### config.mk
export PLATFORM = sky130hd
export DESIGN_NAME = dmem_loader_flat
export DESIGN_NICKNAME = d
export VERILOG_FILES = /design/src/rtl/dmem_loader_if.sv /design/src/rtl/dmem_loader.sv /design/src/flat_wrapper.sv
export SDC_FILE = /design/constraint.sdc
export NUM_CORES = 1
export LEC_CHECK = 0
export ABC_CLOCK_PERIOD_IN_PS = 5500
export BUFFER_PORTS_ARGS = -buffer_cell sky130_fd_sc_hd__buf_2
export CAP_MARGIN = 25
export CORE_ASPECT_RATIO = 0.5
export CORE_MARGIN = 3
export CORE_UTILIZATION = 60
export CTS_CLUSTER_DIAMETER = 80
export DETAILED_ROUTE_END_ITERATION = 12
export PLACE_DENSITY = 0.85
export SYNTH_ARGS = -nofsm -noshare
export SYNTH_HDL_FRONTEND = slang
export SYNTH_SLANG_ARGS = --single-unit
### constraint.sdc
create_clock -name CLOCK_50 -period 5.5 [get_ports CLOCK_50]
set_input_delay 0.55 -clock CLOCK_50 [delete_from_list [all_inputs] [get_ports CLOCK_50]]
set_output_delay 0.55 -clock CLOCK_50 [all_outputs]
set_load 0.1 [all_outputs]
### src/rtl/dmem_loader_if.sv
// Byte-stream and data-memory write bundle between the host link, the loader and D_Memory.
// slave is the loader side; master is the host/memory side.
interface dmem_loader_if #(
  parameter int ADDR_W = 16
);
  logic              in_valid;
  logic [7:0]        in_data;
  logic              in_ready;
  logic              mem_we;
  logic [ADDR_W-1:0] mem_addr;
  logic [31:0]       mem_wdata;

  modport slave (
    input  in_valid, in_data,
    output in_ready, mem_we, mem_addr, mem_wdata
  );

  modport master (
    output in_valid, in_data,
    input  in_ready, mem_we, mem_addr, mem_wdata
  );
endinterface

### src/rtl/dmem_loader.sv
// Packs an MSB-first byte stream into 32-bit words, writes matrix1 then matrix2 from
// address 0, holds the CPU in reset until the image is complete, then waits for cpu_done.
module dmem_loader #(
  parameter int M      = 100,
  parameter int N      = 50,
  parameter int N2     = 2,
  parameter int ADDR_W = 16
) (
  input  logic              CLOCK_50,
  input  logic              rst,
  input  logic              start,
  dmem_loader_if.slave      bus,
  output logic              cpu_rstn,
  input  logic              cpu_done,
  output logic              load_done,
  output logic              run_done,
  output logic [ADDR_W-1:0] word_count,
  output logic [31:0]       checksum
);

  localparam int WORDS = M * N + N * N2;
  localparam logic [ADDR_W-1:0] LAST_ADDR = ADDR_W'(WORDS - 1);

  typedef enum logic [1:0] {
    IDLE = 2'd0,
    LOAD = 2'd1,
    RUN  = 2'd2,
    DONE = 2'd3
  } state_t;

  state_t            state_r;
  state_t            state_s;
  logic [23:0]       word_r;
  logic [1:0]        byte_cnt_r;
  logic              in_ready_r;
  logic              mem_we_r;
  logic [ADDR_W-1:0] mem_addr_r;
  logic [31:0]       mem_wdata_r;
  logic              cpu_rstn_r;
  logic              load_done_r;
  logic              run_done_r;
  logic [ADDR_W-1:0] word_count_r;
  logic [31:0]       checksum_r;
  logic              accept_s;
  logic              last_wr_s;

  // in_ready_r is only ever high in LOAD, so this also gates bytes outside LOAD
  assign accept_s  = bus.in_valid && in_ready_r;
  assign last_wr_s = mem_we_r && (word_count_r == LAST_ADDR);

  // State register
  always_ff @(posedge CLOCK_50) begin
    if (rst) begin
      state_r <= IDLE;
    end else begin
      state_r <= state_s;
    end
  end

  // Next-state logic
  always_comb begin
    state_s = state_r;
    case (state_r)
      IDLE: begin
        if (start) state_s = LOAD;
        else       state_s = IDLE;
      end
      LOAD: begin
        if (last_wr_s) state_s = RUN;
        else           state_s = LOAD;
      end
      RUN: begin
        if (cpu_done) state_s = DONE;
        else          state_s = RUN;
      end
      DONE:    state_s = DONE;
      default: state_s = IDLE;
    endcase
  end

  // Byte packing, memory write strobe, counters and status flags
  always_ff @(posedge CLOCK_50) begin
    if (rst) begin
      word_r       <= 24'h00_0000;
      byte_cnt_r   <= 2'd0;
      in_ready_r   <= 1'b0;
      mem_we_r     <= 1'b0;
      mem_addr_r   <= '0;
      mem_wdata_r  <= 32'h0000_0000;
      cpu_rstn_r   <= 1'b0;
      load_done_r  <= 1'b0;
      run_done_r   <= 1'b0;
      word_count_r <= '0;
      checksum_r   <= 32'h0000_0000;
    end else begin
      mem_we_r <= 1'b0;
      case (state_r)
        IDLE: begin
          if (start) begin
            word_count_r <= '0;
            checksum_r   <= 32'h0000_0000;
            byte_cnt_r   <= 2'd0;
            in_ready_r   <= 1'b1;
          end
        end
        LOAD: begin
          if (accept_s) begin
            word_r     <= {word_r[15:0], bus.in_data};
            byte_cnt_r <= byte_cnt_r + 2'd1;
            if (byte_cnt_r == 2'd3) begin
              mem_we_r    <= 1'b1;
              mem_addr_r  <= word_count_r;
              mem_wdata_r <= {word_r, bus.in_data};
            end
          end
          // count and checksum advance at the end of the write cycle
          if (mem_we_r) begin
            word_count_r <= word_count_r + ADDR_W'(1);
            checksum_r   <= checksum_r + mem_wdata_r;
          end
          if (last_wr_s) begin
            in_ready_r  <= 1'b0;
            load_done_r <= 1'b1;
            cpu_rstn_r  <= 1'b1;
          end
        end
        RUN: begin
          if (cpu_done) run_done_r <= 1'b1;
        end
        DONE: begin
          run_done_r <= 1'b1;
        end
        default: begin
          in_ready_r <= 1'b0;
        end
      endcase
    end
  end

  assign bus.in_ready  = in_ready_r;
  assign bus.mem_we    = mem_we_r;
  assign bus.mem_addr  = mem_addr_r;
  assign bus.mem_wdata = mem_wdata_r;
  assign cpu_rstn      = cpu_rstn_r;
  assign load_done     = load_done_r;
  assign run_done      = run_done_r;
  assign word_count    = word_count_r;
  assign checksum      = checksum_r;

endmodule

### src/flat_wrapper.sv
// flat-port wrapper written by rule: the top's interface ports become plain ports
module dmem_loader_flat 
#(
  parameter int M      = 100,
  parameter int N      = 50,
  parameter int N2     = 2,
  parameter int ADDR_W = 16
)
  (CLOCK_50, rst, start, cpu_rstn, cpu_done, load_done, run_done, word_count, checksum, bus_in_valid, bus_in_data, bus_in_ready, bus_mem_we, bus_mem_addr, bus_mem_wdata);
  dmem_loader_if #(.ADDR_W(ADDR_W)) bus_i ();
  input  logic CLOCK_50;
  input  logic rst;
  input  logic start;
  output logic cpu_rstn;
  input  logic cpu_done;
  output logic load_done;
  output logic run_done;
  output logic [ADDR_W-1:0] word_count;
  output logic [31:0] checksum;
  input wire logic [$bits(bus_i.in_valid)-1:0] bus_in_valid;
  input wire logic [$bits(bus_i.in_data)-1:0] bus_in_data;
  output wire logic [$bits(bus_i.in_ready)-1:0] bus_in_ready;
  output wire logic [$bits(bus_i.mem_we)-1:0] bus_mem_we;
  output wire logic [$bits(bus_i.mem_addr)-1:0] bus_mem_addr;
  output wire logic [$bits(bus_i.mem_wdata)-1:0] bus_mem_wdata;
  assign bus_i.in_valid = bus_in_valid;
  assign bus_i.in_data = bus_in_data;
  assign bus_in_ready = bus_i.in_ready;
  assign bus_mem_we = bus_i.mem_we;
  assign bus_mem_addr = bus_i.mem_addr;
  assign bus_mem_wdata = bus_i.mem_wdata;
  dmem_loader #(.M(M), .N(N), .N2(N2), .ADDR_W(ADDR_W)) u_core (.CLOCK_50(CLOCK_50), .rst(rst), .start(start), .bus(bus_i), .cpu_rstn(cpu_rstn), .cpu_done(cpu_done), .load_done(load_done), .run_done(run_done), .word_count(word_count), .checksum(checksum));
endmodule
==> flow_summary_export.csv <==
group,metric,value,unit
logic_synthesis,synth_area,6170,um^2
logic_synthesis,synth_fp_nets,830,
die,start_util,63.4,%
logic_synthesis,synth_area_leaders,"dfxtp_1 (42%), nand2_1 (12%), a21oi_1 (9.0%), ha_1 (6.7%), nor2_1 (3.1%)",
cts,insertion_delay,0.42,ns
sta,fmax,295,MHz
global_route,grt_pass1_vias,5662,
finish,multiInputGateArea,3390,um^2
global_route,grt_max_degree,61,
min_path,hold_start,"bus_in_data[3]",
worst_setup_path,crit_arrival,3.72,ns
sta,period_needed,3.39,ns
power,internal_power,0.00168,W
power,leakage,3.13,nW
logic_synthesis,synthMostInstantiatedCell,"nand2_1",
detailed_routing,highest_layer,"met4",
logic_synthesis,yosysSeqAreaShare,41.5,%
power,p_clk_share,54.5,%
global_route,grt_pass1_wl,27800,um
finish,fin_nets,920,
power,p_sw_share,22.3,%
logic_synthesis,syn_area_per_cell,7.88,um^2
detailed_routing,met3_length,1540,um
detailed_routing,first_pass_iters,7,
power,sequentialPowerShare,43.3,%
worst_setup_path,r2r-start,"u_core.state_r[0]",
cts,cts_setup_buffers,0,
die,io_pins,114,
run,drv_cap,0,
logic_synthesis,synth-simple-area-share,21.8,%
power,p_switching,0.000481,W
sta,fin_crit_sh,61.5,%
detailed_routing,routed-wl-met2,7640,um
finish,diodes,0,
logic_synthesis,postSynth.asyncResetShare,0,%
cts,h-tree-depth,4,
finish,drive_gt1_share,17.4,%
die,die_h,77.7,um
cts,clockBufferDepth,2,
global_route,grt_overflow,0,
logic_synthesis,synth_cell_type_count,52,
logic_synthesis,synth_adder_area_share,7.02,%
finish,syn_to_final_growth,19.4,%
power,peakVddDrop,0.000250,V
global_route,antenna_found_initial,0,
detailed_routing,wl_met1,7770,um
finish,final_util,75.7,%
placement,place_ws,2.23,ns
detailed_routing,totalWireLength,17100,um
detailed_routing,ant_nets,0,
sta,rsz0062_at_grt,"false",
placement,hpwl,11600,um
cts,cts_made_buffers,17,
worst_setup_path,critPathLaunchType,"register",
power,power,0.00216,W
detailed_routing,drc,0,
min_path,hold_class,"primary input to register",
cts,hold_buffers,0,
worst_setup_path,cp.required,5.83,ns
cts,cts_resized,0,
placement,place.gp.congestion,0.920,
cts,clock_sinks,128,
run_status,outcome,"finished clean",
logic_synthesis,ys_ff_latch,128,
detailed_routing,vias_per_cell,6.00,
logic_synthesis,synth_top_area_share,41.5,%
logic_synthesis,synth_commonest_cells,"nand2_1 (195), dfxtp_1 (128), a21oi_1 (111), nor2_1 (51), clkbuf_1 (39)",
cts,cts_tree,"built",
logic_synthesis,yosys_warnings,0,
worst_setup_path,crit_fanout,27,
power,power-per-cell-area,293,nW/um^2
logic_synthesis,synth_cells,783,
finish,regArea,2560,um^2
logic_synthesis,synth_mux_area_share,0.162,%
sta,slew_headroom,30.2,%
worst_setup_path,critical_path_class,"register to register",
detailed_routing,initialDrtViolationCount,378,
logic_synthesis,synthXorXnorAreaFrac,5.25,%
cts,clkSlewWorstSetupHoldPaths,0.06,ns
sta,slew_viol_final,0,
global_route,grt_usage,29.5,%
sta,setup_tns,0,ns
logic_synthesis,synth-edff-count,0,
logic_synthesis,synth_top_family_by_area,"simple AND/OR/NAND/NOR gates",
sta,worst_pin_slew,1.04,ns
die,placeableCoreArea,9730,um^2
worst_setup_path,cp-startpoint,"u_core.state_r[0]",
cts,cts-root-buf,"clkbuf_16",
die,die_area,11600,um^2
die,die_width,149,um
sta,clock-skew-final,0.00640,ns
worst_setup_path,end_kind,"register",
logic_synthesis,yosys.area.top_type,"dfxtp_1",
power,p_comb_share,2.2,%
placement,port_buffers,113,
logic_synthesis,synth_compound_area_share,20.7,%
logic_synthesis,synth_ff_type,"dfxtp_1",
finish,fillers,689,
sta,setup_viol,0,
sta,hold_viol_final,0,
sta,layout_setup_ws,2.11,ns
detailed_routing,wl_per_cell,16.8,um
die,row_count,25,
detailed_routing,vias,6124,
==> path summary, 6_finish.rpt <==
kind	to	slack (ns)	depth (start not counted)
setup reg to reg	u_core.bus.mem_wdata[22]	2.11	6
hold / removal	u_core.bus.mem_wdata[3]	0.39	3
hold reg to reg	u_core.bus.mem_wdata[29]	0.45	2
setup / recovery	u_core.bus.mem_wdata[22]	2.11	6
==> state kept, by name, indices dropped and copies added (netlist names) <==
register / count
u_core.byte_cnt_r: 2
u_core.word_r: 24
u_core.checksum: 32
u_core.bus.mem_wdata: 32
u_core.run_done: 1
u_core.word_count: 16
u_core.cpu_rstn: 1
u_core.bus.mem_we: 1
u_core.state_r: 2
u_core.bus.in_ready: 1
u_core.bus.mem_addr: 16
==> per-layer routing <==
metal	vias to the layer above	global-route usage, %
met2	278	46.0
met5	-	0
met1	2922	40.5
li1	2898	-
met4	0	7.76
met3	26	8.28
==> cells in the final DEF, fill, tap and decap left out, drive strengths merged, types with 3 or more instances in the layout <==
cell type	synthesis	final
and2	4	4
nand2	195	195
inv	9	11
or2	3	3
nand4	12	12
nor4	5	5
a211oi	7	7
dfxtp	128	128
or3	4	4
clkbuf	39	19
nor2	51	51
bufinv	0	3
ha	33	33
o21ai	36	36
o31ai	5	5
nor3	5	5
nand2b	5	5
nand3b	3	3
nand3	11	11
o21bai	3	3
o41a	3	3
clkinv	0	6
xnor2	16	16
o211ai	3	3
o21a	4	4
nor2b	5	5
and3	9	9
xor2	21	21
a22oi	10	10
a21oi	111	111
a21o	11	11
buf	7	117
==> cells by family after synthesis <==
family	after synthesis
AO/OA/AOI/OAI	213
adder cells (fa/ha/maj)	34
buffers and inverters	55
XOR/XNOR	37
AND/OR/NAND/NOR	315
multiplexers	1
flip-flops	128
==> critical path, stage by stage (launching register included) <==
cell and delay, ns:
dfxtp_1 0.48, nor2b_1 0.54, and3_1 0.84, and2_1 0.78, buf_4 0.41, nand2_1 0.10
a21oi_1 0.13
==> layout make-up <==
cell class,count,area share (%)
clock buffers,19,6.15
clock inverters,13,2.17
inverters,9,0.459
multi-input cells,600,46.1
flip-flops and latches,128,34.8
well taps,135,2.29
repair buffers,117,8.09
==> per-stage QoR <==
step	instance area [um^2]	cells	hold WS [ns]
finish	7370	1021	0.387
global route	7370	1021	0.394
CTS	7370	1021	0.386
detailed placement	6750	989	0.448
global placement	6750	989	0.438
floorplan	6170	783	0.432
==> power by group through the flow <==
stage / clock network [W] / logic (W) / registers [W]
6_report: 0.00118 / 0.0000485 / 0.000934
5_1_grt: 0.00122 / 0.0000523 / 0.000934
4_1_cts: 0.00117 / 0.0000476 / 0.000934
3_5_place_dp: 0 / 0.0000471 / 0.000954
3_3_place_gp: 0 / 0.0000468 / 0.000954
2_1_floorplan: 0 / 0.0000293 / 0.000957
(Power assumes the default switching activity.)
